<file path="config.mk">
export PLATFORM = sky130hd
export DESIGN_NAME = multicycle_control
export DESIGN_NICKNAME = d
export VERILOG_FILES = /design/src/rtl/multicycle_control.sv
export SDC_FILE = /design/constraint.sdc
export NUM_CORES = 1
export LEC_CHECK = 0
export ABC_AREA = 0
export CAP_MARGIN = 0
export CORE_MARGIN = 1.5
export CORE_UTILIZATION = 43
export CTS_CLUSTER_SIZE = 28
export DETAILED_ROUTE_END_ITERATION = 8
export PLACE_DENSITY = 0.81
export SETUP_SLACK_MARGIN = 0.3
export SYNTH_ARGS = -nofsm -noshare
export SYNTH_HDL_FRONTEND = slang
export SYNTH_SLANG_ARGS = --single-unit
</file>
<file path="constraint.sdc">
create_clock -name clk -period 2.1 [get_ports clk]
set_input_delay 0.21 -clock clk [delete_from_list [all_inputs] [get_ports clk]]
set_output_delay 0.21 -clock clk [all_outputs]
set_load 0.01 [all_outputs]
</file>
<file path="src/rtl/multicycle_control.sv">
// Multi-cycle RV32I control sequencer: FETCH/DECODE/EXEC/MEM/WB with a bounded memory
// request/ready handshake, a sticky trap (illegal instruction or memory timeout) and a retired count.
module multicycle_control #(
  parameter int MEM_WAIT_MAX = 15,
  parameter int CNT_W        = 32
) (
  input  logic             clk,
  input  logic             rstn,
  input  logic [6:0]       Op,
  input  logic [2:0]       Funct3,
  input  logic [6:0]       Funct7,
  input  logic             zero,
  input  logic             mem_ready,
  output logic             mem_req,
  output logic             mem_is_instr,
  output logic             memWrite,
  output logic             irWrite,
  output logic             pcWrite,
  output logic             pcSrc,
  output logic             regWrite,
  output logic [1:0]       writeDataSelection,
  output logic             ALUSrc,
  output logic [4:0]       ALUOp,
  output logic [5:0]       EXTOp,
  output logic [2:0]       dataMemoryType,
  output logic             trap,
  output logic [1:0]       trap_cause,
  output logic [CNT_W-1:0] instret
);

  localparam int WW = $clog2(MEM_WAIT_MAX + 1);
  localparam logic [WW-1:0] WAIT_LAST = WW'(MEM_WAIT_MAX - 1);

  localparam logic [6:0] OP_R     = 7'b0110011;
  localparam logic [6:0] OP_I     = 7'b0010011;
  localparam logic [6:0] OP_LOAD  = 7'b0000011;
  localparam logic [6:0] OP_STORE = 7'b0100011;
  localparam logic [6:0] OP_BR    = 7'b1100011;
  localparam logic [6:0] OP_JAL   = 7'b1101111;
  localparam logic [6:0] OP_LUI   = 7'b0110111;

  localparam logic [4:0] ALU_NOP = 5'b00000;
  localparam logic [4:0] ALU_LUI = 5'b00001;
  localparam logic [4:0] ALU_ADD = 5'b00011;
  localparam logic [4:0] ALU_SUB = 5'b00100;
  localparam logic [4:0] ALU_AND = 5'b00101;
  localparam logic [4:0] ALU_OR  = 5'b00110;
  localparam logic [4:0] ALU_XOR = 5'b00111;

  localparam logic [5:0] EXT_S = 6'b000001;
  localparam logic [5:0] EXT_I = 6'b000010;
  localparam logic [5:0] EXT_B = 6'b000100;
  localparam logic [5:0] EXT_J = 6'b001000;
  localparam logic [5:0] EXT_U = 6'b010000;

  localparam logic [1:0] CAUSE_ILLEGAL = 2'b01;
  localparam logic [1:0] CAUSE_TIMEOUT = 2'b10;

  typedef enum logic [2:0] {FETCH, DECODE, EXEC, MEM, WB, TRAP} state_t;
  typedef enum logic [3:0] {
    CL_ILL, CL_ALU_R, CL_ALU_I, CL_LUI, CL_LOAD, CL_STORE, CL_BEQ, CL_BNE, CL_JAL
  } class_t;

  state_t         state, state_nxt;
  class_t         cls;
  logic [4:0]     alu_fn;
  logic [2:0]     mem_type;
  logic [WW-1:0]  wait_cnt;
  logic           wait_hit;
  logic           retire;
  logic           trap_set;
  logic [1:0]     cause_nxt;

  // Instruction class and ALU function straight from the IR fields.
  always_comb begin
    cls    = CL_ILL;
    alu_fn = ALU_NOP;
    case (Op)
      OP_R: begin
        if (Funct7 == 7'b0100000 && Funct3 == 3'b000) begin
          cls    = CL_ALU_R;
          alu_fn = ALU_SUB;
        end else if (Funct7 == 7'b0000000) begin
          case (Funct3)
            3'b000:  begin cls = CL_ALU_R; alu_fn = ALU_ADD; end
            3'b111:  begin cls = CL_ALU_R; alu_fn = ALU_AND; end
            3'b110:  begin cls = CL_ALU_R; alu_fn = ALU_OR;  end
            3'b100:  begin cls = CL_ALU_R; alu_fn = ALU_XOR; end
            default: cls = CL_ILL;
          endcase
        end
      end
      OP_I: begin
        case (Funct3)
          3'b000:  begin cls = CL_ALU_I; alu_fn = ALU_ADD; end
          3'b111:  begin cls = CL_ALU_I; alu_fn = ALU_AND; end
          3'b110:  begin cls = CL_ALU_I; alu_fn = ALU_OR;  end
          3'b100:  begin cls = CL_ALU_I; alu_fn = ALU_XOR; end
          default: cls = CL_ILL;
        endcase
      end
      OP_LOAD: begin
        case (Funct3)
          3'b000, 3'b001, 3'b010, 3'b100, 3'b101: cls = CL_LOAD;
          default:                                cls = CL_ILL;
        endcase
      end
      OP_STORE: begin
        case (Funct3)
          3'b000, 3'b001, 3'b010: cls = CL_STORE;
          default:                cls = CL_ILL;
        endcase
      end
      OP_BR: begin
        case (Funct3)
          3'b000:  cls = CL_BEQ;
          3'b001:  cls = CL_BNE;
          default: cls = CL_ILL;
        endcase
      end
      OP_JAL:  cls = CL_JAL;
      OP_LUI:  cls = CL_LUI;
      default: cls = CL_ILL;
    endcase
  end

  always_comb begin
    case (Funct3)
      3'b000:  mem_type = 3'b011;
      3'b001:  mem_type = 3'b001;
      3'b100:  mem_type = 3'b100;
      3'b101:  mem_type = 3'b010;
      default: mem_type = 3'b000;
    endcase
  end

  assign wait_hit = (wait_cnt == WAIT_LAST);

  always_ff @(posedge clk or negedge rstn) begin
    if (!rstn) state <= FETCH;
    else       state <= state_nxt;
  end

  always_comb begin
    state_nxt          = state;
    mem_req            = 1'b0;
    mem_is_instr       = 1'b0;
    memWrite           = 1'b0;
    irWrite            = 1'b0;
    pcWrite            = 1'b0;
    pcSrc              = 1'b0;
    regWrite           = 1'b0;
    writeDataSelection = 2'b00;
    ALUSrc             = 1'b0;
    ALUOp              = ALU_NOP;
    EXTOp              = 6'b000000;
    dataMemoryType     = 3'b000;
    retire             = 1'b0;
    trap_set           = 1'b0;
    cause_nxt          = trap_cause;
    case (state)
      FETCH: begin
        mem_req      = 1'b1;
        mem_is_instr = 1'b1;
        // No fetch completes while the block is held in reset.
        if (mem_ready && rstn) begin
          irWrite   = 1'b1;
          pcWrite   = 1'b1;
          state_nxt = DECODE;
        end else if (wait_hit) begin
          trap_set  = 1'b1;
          cause_nxt = CAUSE_TIMEOUT;
          state_nxt = TRAP;
        end
      end
      DECODE: begin
        if (cls == CL_ILL) begin
          trap_set  = 1'b1;
          cause_nxt = CAUSE_ILLEGAL;
          state_nxt = TRAP;
        end else begin
          state_nxt = EXEC;
        end
      end
      EXEC: begin
        case (cls)
          CL_ALU_R: begin
            ALUOp     = alu_fn;
            state_nxt = WB;
          end
          CL_ALU_I: begin
            ALUOp     = alu_fn;
            ALUSrc    = 1'b1;
            EXTOp     = EXT_I;
            state_nxt = WB;
          end
          CL_LUI: begin
            ALUOp     = ALU_LUI;
            ALUSrc    = 1'b1;
            EXTOp     = EXT_U;
            state_nxt = WB;
          end
          CL_LOAD, CL_STORE: begin
            ALUOp     = ALU_ADD;
            ALUSrc    = 1'b1;
            EXTOp     = (cls == CL_STORE) ? EXT_S : EXT_I;
            state_nxt = MEM;
          end
          CL_BEQ, CL_BNE: begin
            ALUOp     = ALU_SUB;
            EXTOp     = EXT_B;
            pcWrite   = (cls == CL_BEQ) ? zero : ~zero;
            pcSrc     = pcWrite;
            retire    = 1'b1;
            state_nxt = FETCH;
          end
          CL_JAL: begin
            EXTOp     = EXT_J;
            pcWrite   = 1'b1;
            pcSrc     = 1'b1;
            state_nxt = WB;
          end
          default: begin
            trap_set  = 1'b1;
            cause_nxt = CAUSE_ILLEGAL;
            state_nxt = TRAP;
          end
        endcase
      end
      MEM: begin
        mem_req        = 1'b1;
        memWrite       = (cls == CL_STORE);
        dataMemoryType = mem_type;
        if (mem_ready) begin
          if (cls == CL_STORE) begin
            retire    = 1'b1;
            state_nxt = FETCH;
          end else begin
            state_nxt = WB;
          end
        end else if (wait_hit) begin
          trap_set  = 1'b1;
          cause_nxt = CAUSE_TIMEOUT;
          state_nxt = TRAP;
        end
      end
      WB: begin
        regWrite = 1'b1;
        if (cls == CL_LOAD)     writeDataSelection = 2'b01;
        else if (cls == CL_JAL) writeDataSelection = 2'b10;
        retire    = 1'b1;
        state_nxt = FETCH;
      end
      TRAP:    state_nxt = TRAP;
      default: state_nxt = FETCH;
    endcase
  end

  always_ff @(posedge clk or negedge rstn) begin
    if (!rstn) begin
      wait_cnt   <= '0;
      instret    <= '0;
      trap       <= 1'b0;
      trap_cause <= 2'b00;
    end else begin
      if (mem_req && !mem_ready) wait_cnt <= wait_cnt + WW'(1);
      else                       wait_cnt <= '0;
      if (retire) instret <= instret + CNT_W'(1);
      if (trap_set) begin
        trap       <= 1'b1;
        trap_cause <= cause_nxt;
      end
    end
  end

endmodule

</file>
Yosys cells after proc, flatten, opt, wreduce, memory -nomap -nowiden
Cells that the tools add are included.
{"block": "op_classes", "n_shift": 0, "reduce_logical": 20, "n_eq_ne": 32, "bitwise": 1, "addsub": 2, "n_lt_le_gt_ge": 0, "n_mul": 0, "n_div": 0, "n_mux": 58}
{"cell": "adder 32 x 1 -> 32 bit (second input constant)", "n": 1}
{"cell": "2-to-1 mux 3 bit", "n": 10}
{"cell": "== test 7 x 6 -> 1 bit (second input constant)", "n": 4}
{"cell": "one-hot mux 4 bit (7 select lines)", "n": 1}
{"cell": "one-hot mux 5 bit (5 select lines)", "n": 1}
{"cell": "one-hot mux 3 bit (4 select lines)", "n": 2}
{"cell": "2-to-1 mux 1 bit", "n": 21}
{"cell": "2-to-1 mux 2 bit", "n": 10}
{"cell": "one-hot mux 5 bit (4 select lines)", "n": 1}
{"cell": "== test 3 bit (second input constant)", "n": 6}
{"cell": "== test 4 x 3 -> 1 bit (second input constant)", "n": 4}
{"cell": "one-hot mux 3 bit (5 select lines)", "n": 1}
{"cell": "== test 7 bit (second input constant)", "n": 2}
{"cell": "OR reduction 4 bit", "n": 3}
{"cell": "2-to-1 mux 5 bit", "n": 2}
{"cell": "one-hot mux 5 bit (2 select lines)", "n": 1}
{"cell": "== test 3 x 2 -> 1 bit (second input constant)", "n": 3}
{"cell": "one-hot mux 3 bit (3 select lines)", "n": 1}
{"cell": "== test 4 x 2 -> 1 bit (second input constant)", "n": 2}
{"cell": "== test 4 bit (second input constant)", "n": 2}
{"cell": "!= test 2 bit (second input constant)", "n": 4}
{"cell": "one-hot mux 2 bit (4 select lines)", "n": 1}
{"cell": "OR reduction 2 bit", "n": 4}
{"cell": "OR reduction 8 bit", "n": 1}
{"cell": "other kinds (20)", "n": 25}
{"block": "totals", "ramBits": 0, "romBits": 0, "latchBits": 0, "mem_count": 0, "word_cells": 118, "output_inout_bits": 59, "regBits": 42}

Logic depth before layout (Yosys ltp)
Gate-level depths: netlist of run 1.
{"block": "depth", "depth_word": 11, "depth_mapped": 9, "mapped_depth_nobuf": 7}

Worst setup path after synthesis of run 1
No wires, ideal clock.
{"block": "synth_timing", "path_kind": "register to register", "from": "reg state[0]", "to": "reg instret[22]", "arrival_ns": 1.994, "setup_ns": 0.129, "setup_slack_ns": -0.023, "path_stages_with_launch": 9, "cell_sequence": "dfrtp_1 buf_6 or3b_1 buf_6 nor4_4 or2_2 a21oi_2 or3_1 xnor2_1"}
{"block": "synth_via", "elab_chain_len": 2, "word_cells_on_any_way": 4, "classes_between": "eq/ne: 3; mux: 1"}
{"element": "start, declared", "line_no": "64", "rtl": "state_t state, state_nxt;"}
{"element": "start signal, assigned", "line_no": "141", "rtl": "else state <= state_nxt;"}
{"element": "== test 3 bit / == test 3 x 2 -> 1 bit (equally long branches)", "line_no": "161", "rtl": "case (state)"}
{"element": "one-hot mux 1 bit (3 select lines) *", "line_no": "161"}
{"element": "end signal, assigned", "line_no": "268", "rtl": "if (retire) instret <= instret + CNT_W'(1);"}
{"element": "end, declared", "line_no": "28", "rtl": "output logic [CNT_W-1:0] instret"}
Mark *: on every way between the ends. The rest lies on a longest branch, timed or not.
A chain may end at the register's enable or synchronous reset.

Worst setup path in the final report of run 1
{"block": "layout_timing", "from": "reg state[2]", "to": "reg instret[22]"}
The elaborated chain is that of the path after synthesis.

==> reports/qor.yml, run 1 <==
route:
  wl_met2_mm: 5.72
  wl_per_cell_um: 21.6
  wl_met1_mm: 4.23
  drc_errors: 0
  drtIter0Drc: 344
  vias: 3172
  drt_first_pass_iters: 5
  via_per_inst: 6.12
  highest_layer: "met4"
  ant_nets: 0
  routed_wl_mm: 11.2
  wl_met3_um: 792
floorplanning:
  die-area_um2: 6710
  die_h_um: 81.9
  initial_core_util: 0.449
  pin_count: 80
  core_um2: 5960
  die_w_um: 81.9
  rows: 28
yosys:
  synth-main-ff-cell: "dfrtp_1"
  yosys_register_bits: 42
  synthArstFlopShare: 1.00
  synth_simple_gate_area_frac: 0.325
  synth_compound_area_frac: 0.102
  synth_area_leaders: "dfrtp_1 39%, xor2_1 6.9%, nor2_1 4.3%, xnor2_1 3.9%, nor3_2 3.7%"
  yosys-top-cells-count: "42 x dfrtp_1, 31 x nor2_1, 24 x nand2_1"
  yosysSeqAreaShare: 0.393
  synth.top_cell.area_share: 0.393
  ys_warn_count: 0
  synth-xor-area-share: 0.108
  syn-instance-count: 292
  synth_top_family_by_area: "simple AND/OR/NAND/NOR gates"
  ys_types: 56
  synth_area_um2: 2680
  synth_adder_area_share: 0.0140
  synth_top_area_cell: "dfrtp_1"
  syn_avg_cell_area_um2: 9.17
  yosysMostFrequentCell: "dfrtp_1"
  yosys-mux-area-fraction: 0.00795
  synth-edff-count: 0
layout:
  antennaDiodeCount: 0
  fillers: 344
  area_delta_synth_final_pct: 73.1
  multi_input_area_um2: 1980
  utilization: 0.778
  fin_nets: 466
  regArea_um2: 1050
  drive_gt1_frac: 0.451
job:
  max-cap-violations: 0
setup_path:
  crit_start: "state[2]"
  arrival_ns: 2.34
  regToRegSetupSlack_ns: -0.02
  crit_chain: "or3b_4 -> nor4_4 -> or2_4 -> buf_6 -> a21oi_4 -> or3_4 -> xnor2_1"
  cp_max_fo: 5
  worst_ep_required_time_ns: 2.32
  rr_worst_depth: 7
  endpoint_kind: "flop"
  slowest_stage: "or3b_4"
  cpPeakStageDelay_ns: 0.45
  critPathLaunchType: "flop"
  worstSetupPathType: "flop to flop"
  worstReg2RegStart: "state[2]"
  r2r_end: "instret[22]"
pwr:
  power.density_nw_per_um2: 721
  power_leakage_uw: 0.00225
  ir_drop_v: 0.000751
clocking:
  clk_latency_ns: 0.30
  cts_tree: "done"
  cts.htree.levels: 2
  cts_buffers: 5
  cts_buffer_depth: 2
  clk_pin_slew_ns: 0.08
  cts_root_buf: "clkbuf_8"
  cts_hold_buffers: 0
  cts.sinks: 42
sta:
  slew_headroom: 0.559
  setup_viol: 1
  finalWorstSetupSlack_ns: -0.0207
  fmaxAchievable_mhz: 472
  fin_crit_sh: 1.01
  fin_skew_ns: 0.00583
  setup_tns_ns: -0.0207
  hold_violations: 0
  slew_viol_final: 0
  timing.final.crit_period_ns: 2.12
  rsz0062_at_grt: "true"
  tightest_slew_ns: 0.660
global_route:
  overflow: 0
  antenna_found_initial: 0
  track_usage: 0.295
  grt_pass1_wl_mm: 15.0
  grt_max_degree: 44
  grt_pass1_vias: 3038
placed_design:
  portBuffers: 76
  routabilityCongestion: 0.945
  hpwl_mm: 5.99
outcome:
  violations: "setup timing"
  status: "finished with violations"
worst_hold_path:
  hold_path_class: "input pin to asynchronous set/reset pin"
where the power goes:
group	internal (uW)	switching, uW
Combinational	859	931
Sequential	891	98.4
Clock	266	292
logic make-up (layout without fill, tap and decap cells):
kind of cell | Yosys count | count (layout)
xor+xnor | 33 | 33
other cells | 1 | 3
buf+inv | 23 | 172
compound gates | 39 | 39
mux | 2 | 2
fa+ha+maj | 3 | 3
simple gates | 149 | 149
flops | 42 | 42
routing by layer:
layer / up-vias / track usage
met3: 52 / 0.0433
met1: 1554 / 0.367
met2: 226 / 0.511
met4: 0 / 0.117
li1: 1340 / -
met5: - / 0
stage by stage:
stage | worst slack (ns) | cells | total power (uW) | cell area (um^2) | hold slack (ns)
global route | -0.00612 | 518 | 3440 | 4630 | 0.109
global placement | -0.672 | 482 | 2050 | 3870 | 0.373
detailed placement | -0.678 | 482 | 2080 | 3870 | 0.378
finish | -0.0207 | 518 | 3340 | 4630 | 0.0699
floorplan | -0.0191 | 294 | 1570 | 2720 | -0.0856
CTS | 0.122 | 507 | 2930 | 4380 | 0.0575
registers in the layout, indices dropped and copies added (netlist names):
register    cells
instret        32
state           3
trap            1
trap_cause      2
wait_cnt        4
cells in the final DEF, fill, tap and decap left out, types with 10 or more instances in the layout:
cell type	n
buf_4	59
dfrtp_1	42
buf_6	28
clkdlybuf4s50_1	37
nand3_1	11
buf_2	23
nor2_4	11
nand2_1	18
nor3_4	11
nand4_1	13
xnor2_1	10
nor2_1	16
xor2_1	19
worst max-delay path by stage:
| stage | cells past startpoint | endpoint |
|---|---|---|
| 6_report | 7 | instret[22] |
| 5_1_grt | 11 | instret[24] |
| 4_1_cts | 8 | pcWrite |
| 3_5_place_dp | 8 | pcWrite |
| 3_3_place_gp | 9 | pcWrite |
| 2_1_floorplan | 8 | instret[22] |
critical path, delay by kind of cell (launching register included):
family / cells / cell delay [ns]
buf+inv: 1 / 0.10
compound gates: 1 / 0.06
xor+xnor: 1 / 0.19
flops: 1 / 0.40
simple gates: 4 / 1.27
repair_timing:
action,in CTS,in global routing
gates cloned,1,0
pin swaps,50,29
endpoints found under the setup margin,59,57
gates resized for setup,213,55
buffers inserted,16,11
cell type report:
type                       count  share of cell area
multi-input combinational    229               0.427
timing repair buffer         159               0.301
sequential                    42               0.227
tap                           75              0.0203
clock buffer                   7              0.0186
inverter                       5             0.00459
clock inverter                 1             0.00108
(Power assumes the default switching activity.)
==> run 2: changes to the inputs <==
Settings changed: GPL_TIMING_DRIVEN from default to 1.
==> results of run 2 <==
Same layout as run 1: the final DEF is identical, and so are final timing and power.
==> run 3: changes to the inputs <==
Clock period 2.1 ns to 1.7 ns, I/O delays scaled along.
==> run 3 against run 2 <==
The flow still finishes with violations (setup timing). Combinational power is 72% higher. Fmax down 12%. Clock power is 26% higher. Clock-buffer cell count unchanged. Hold slack improved by 0.32 ns. Final cell count up 13%. Largest cell class unchanged. Largest power group unchanged.
==> reports/qor.yml, run 3 (same netlist as run 1, synthesis figures left out) <==
route:
  via_per_inst: 6.62
  wl_per_cell_um: 27.8
  drc_errors: 0
  ant_nets: 0
  routed_wl_mm: 16.3
  drt_first_pass_iters: 5
  vias: 3870
  drtIter0Drc: 436
setup_path:
  crit_top_cell: "buf_12"
  rr_worst_depth: 8
  r2r_end: "instret[27]"
  cpPeakStageDelay_ns: 0.45
  slowest_stage: "xor2_1"
  crit_chain: "or3b_4 -> nor4_4 -> or2_4 -> buf_12 -> a21oi_4 -> buf_12 -> nor3_4 -> xor2_1"
  worst_ep_required_time_ns: 1.84
  worstReg2RegStart: "state[0]"
  worstSetupPathType: "flop to flop"
  arrival_ns: 2.54
  cp_max_fo: 6
  critPathLaunchType: "flop"
  regToRegSetupSlack_ns: -0.70
  endpoint_kind: "flop"
layout:
  utilization: 0.918
  final_common_cell: "buf_4"
  largest-register: "instret"
  design_area_um2: 5470
  fin_nets: 532
  fillers: 209
  area_delta_synth_final_pct: 104
  top_regs: "instret (32), wait_cnt (4), state (3)"
  drive_gt1_frac: 0.570
  largest_reg_flops: 32
  mostFrequentLayoutCells: "92 x buf_4, 58 x buf_6, 38 x dfrtp_1"
global_route:
  grt_pass1_vias: 3651
  overflow: 0
  track_usage: 0.413
  antenna_found_initial: 2
  grt_pass1_wl_mm: 20.3
  grt_max_degree: 28
floorplanning:
  core_um2: 5960
  die-area_um2: 6710
  die_w_um: 81.9
  die_h_um: 81.9
  initial_core_util: 0.449
  pin_count: 80
  rows: 28
pwr:
  clkPwrFrac: 0.141
  power.density_nw_per_um2: 914
  switching_share: 0.406
  ir_drop_v: 0.00113
  power_uw: 5000
  switchingPower_uw: 2030
  intPower_uw: 2970
  comb_power_share: 0.615
  seqPwrFrac: 0.244
  power_leakage_uw: 0.00290
clocking:
  cts_tree: "done"
  cts.sinks: 42
  cts_root_buf: "clkbuf_8"
  cts_buffers: 5
  cts_buffer_depth: 2
  clk_latency_ns: 0.30
  clk_pin_slew_ns: 0.09
  cts.htree.levels: 2
sta:
  slew_headroom: 0.669
  finalWorstSetupSlack_ns: -0.701
  fmaxAchievable_mhz: 417
  fin_crit_sh: 1.41
  rsz0062_at_grt: "true"
  timing.final.crit_period_ns: 2.40
  setup_viol: 62
  hold_violations: 0
  slew_viol_final: 0
  fin_skew_ns: 0.0114
  tightest_slew_ns: 0.493
outcome:
  violations: "setup timing"
  status: "finished with violations"
placed_design:
  portBuffers: 76
  place_area_um2: 4050
  routabilityCongestion: 0.968
  hpwl_mm: 6.15
job:
  max-cap-violations: 0
worst_hold_path:
  hold_end: "trap"
  hp-start: "rstn"
  hold_depth: 5
  hold_path_class: "input pin to flop"
==> run 3: metrics by stage <==
step | TNS (ns) | hold WS [ns] | worst slack [ns] | instances
3_5_place_dp | -42.54 | 0.180 | -1.08 | 498
4_1_cts | -6.60 | 0.380 | -0.330 | 561
2_1_floorplan | -11.15 | -0.126 | -0.419 | 294
5_1_grt | -20.02 | 0.421 | -0.698 | 585
6_report | -20.24 | 0.390 | -0.701 | 585
3_3_place_gp | -41.28 | 0.173 | -1.01 | 498
==> run 3: worst max path at each step <==
stage / start / to / slack [ns] / cells past startpoint
floorplan: state[0] / instret[22] / -0.42 / 8
global placement: Funct3[1] / pcWrite / -1.01 / 9
detailed placement: Funct3[1] / pcSrc / -1.08 / 9
CTS: state[0] / pcWrite / -0.33 / 9
global route: state[0] / instret[27] / -0.70 / 8
finish: state[0] / instret[27] / -0.70 / 8
==> run 3: per-layer routing <==
layer  wire length (um)  global-route usage  vias to the layer above
li1                   -                   -                     1470
met1               5580               0.500                     1851
met2               7360               0.643                      392
met3               1840               0.118                      157
met4               1500               0.261                        0
met5                  0                   0                        -
==> run 3: power by group through the flow <==
stage          Combinational, uW  Sequential (uW)  Clock [uW]
6_report                    3080             1220         703
5_1_grt                     3130             1220         737
4_1_cts                     2330             1180         665
3_5_place_dp                1430             1200           0
3_3_place_gp                1410             1190           0
2_1_floorplan                707             1250           0
==> run 3: final cells by class <==
cell class,count,area [um^2],area share
inverters,5,21.3,0.00389
repair buffers,224,2090,0.382
well taps,75,93.8,0.0172
multi-input cells,230,2120,0.387
diodes,1,2.50,0.000458
clock inverters,1,5.00,0.000915
clock buffers,7,86.3,0.0158
flip-flops and latches,42,1060,0.193
==> run 3: critical path: cells and delay by family, from the launching register on <==
kind	cells	cell delay [ns]
compound gates	1	0.04
buf+inv	2	0.28
simple gates	4	1.04
xor+xnor	1	0.45
flops	1	0.42
==> run 3: timing repair <==
item | CTS | global route
setup endpoints to repair | 94 | 71
pin swaps | 72 | 37
hold buffers | 1 | 0
gates cloned | 3 | 0
hold endpoints to repair | 42 | 0
buffers inserted | 51 | 23
resized for setup | 313 | 58
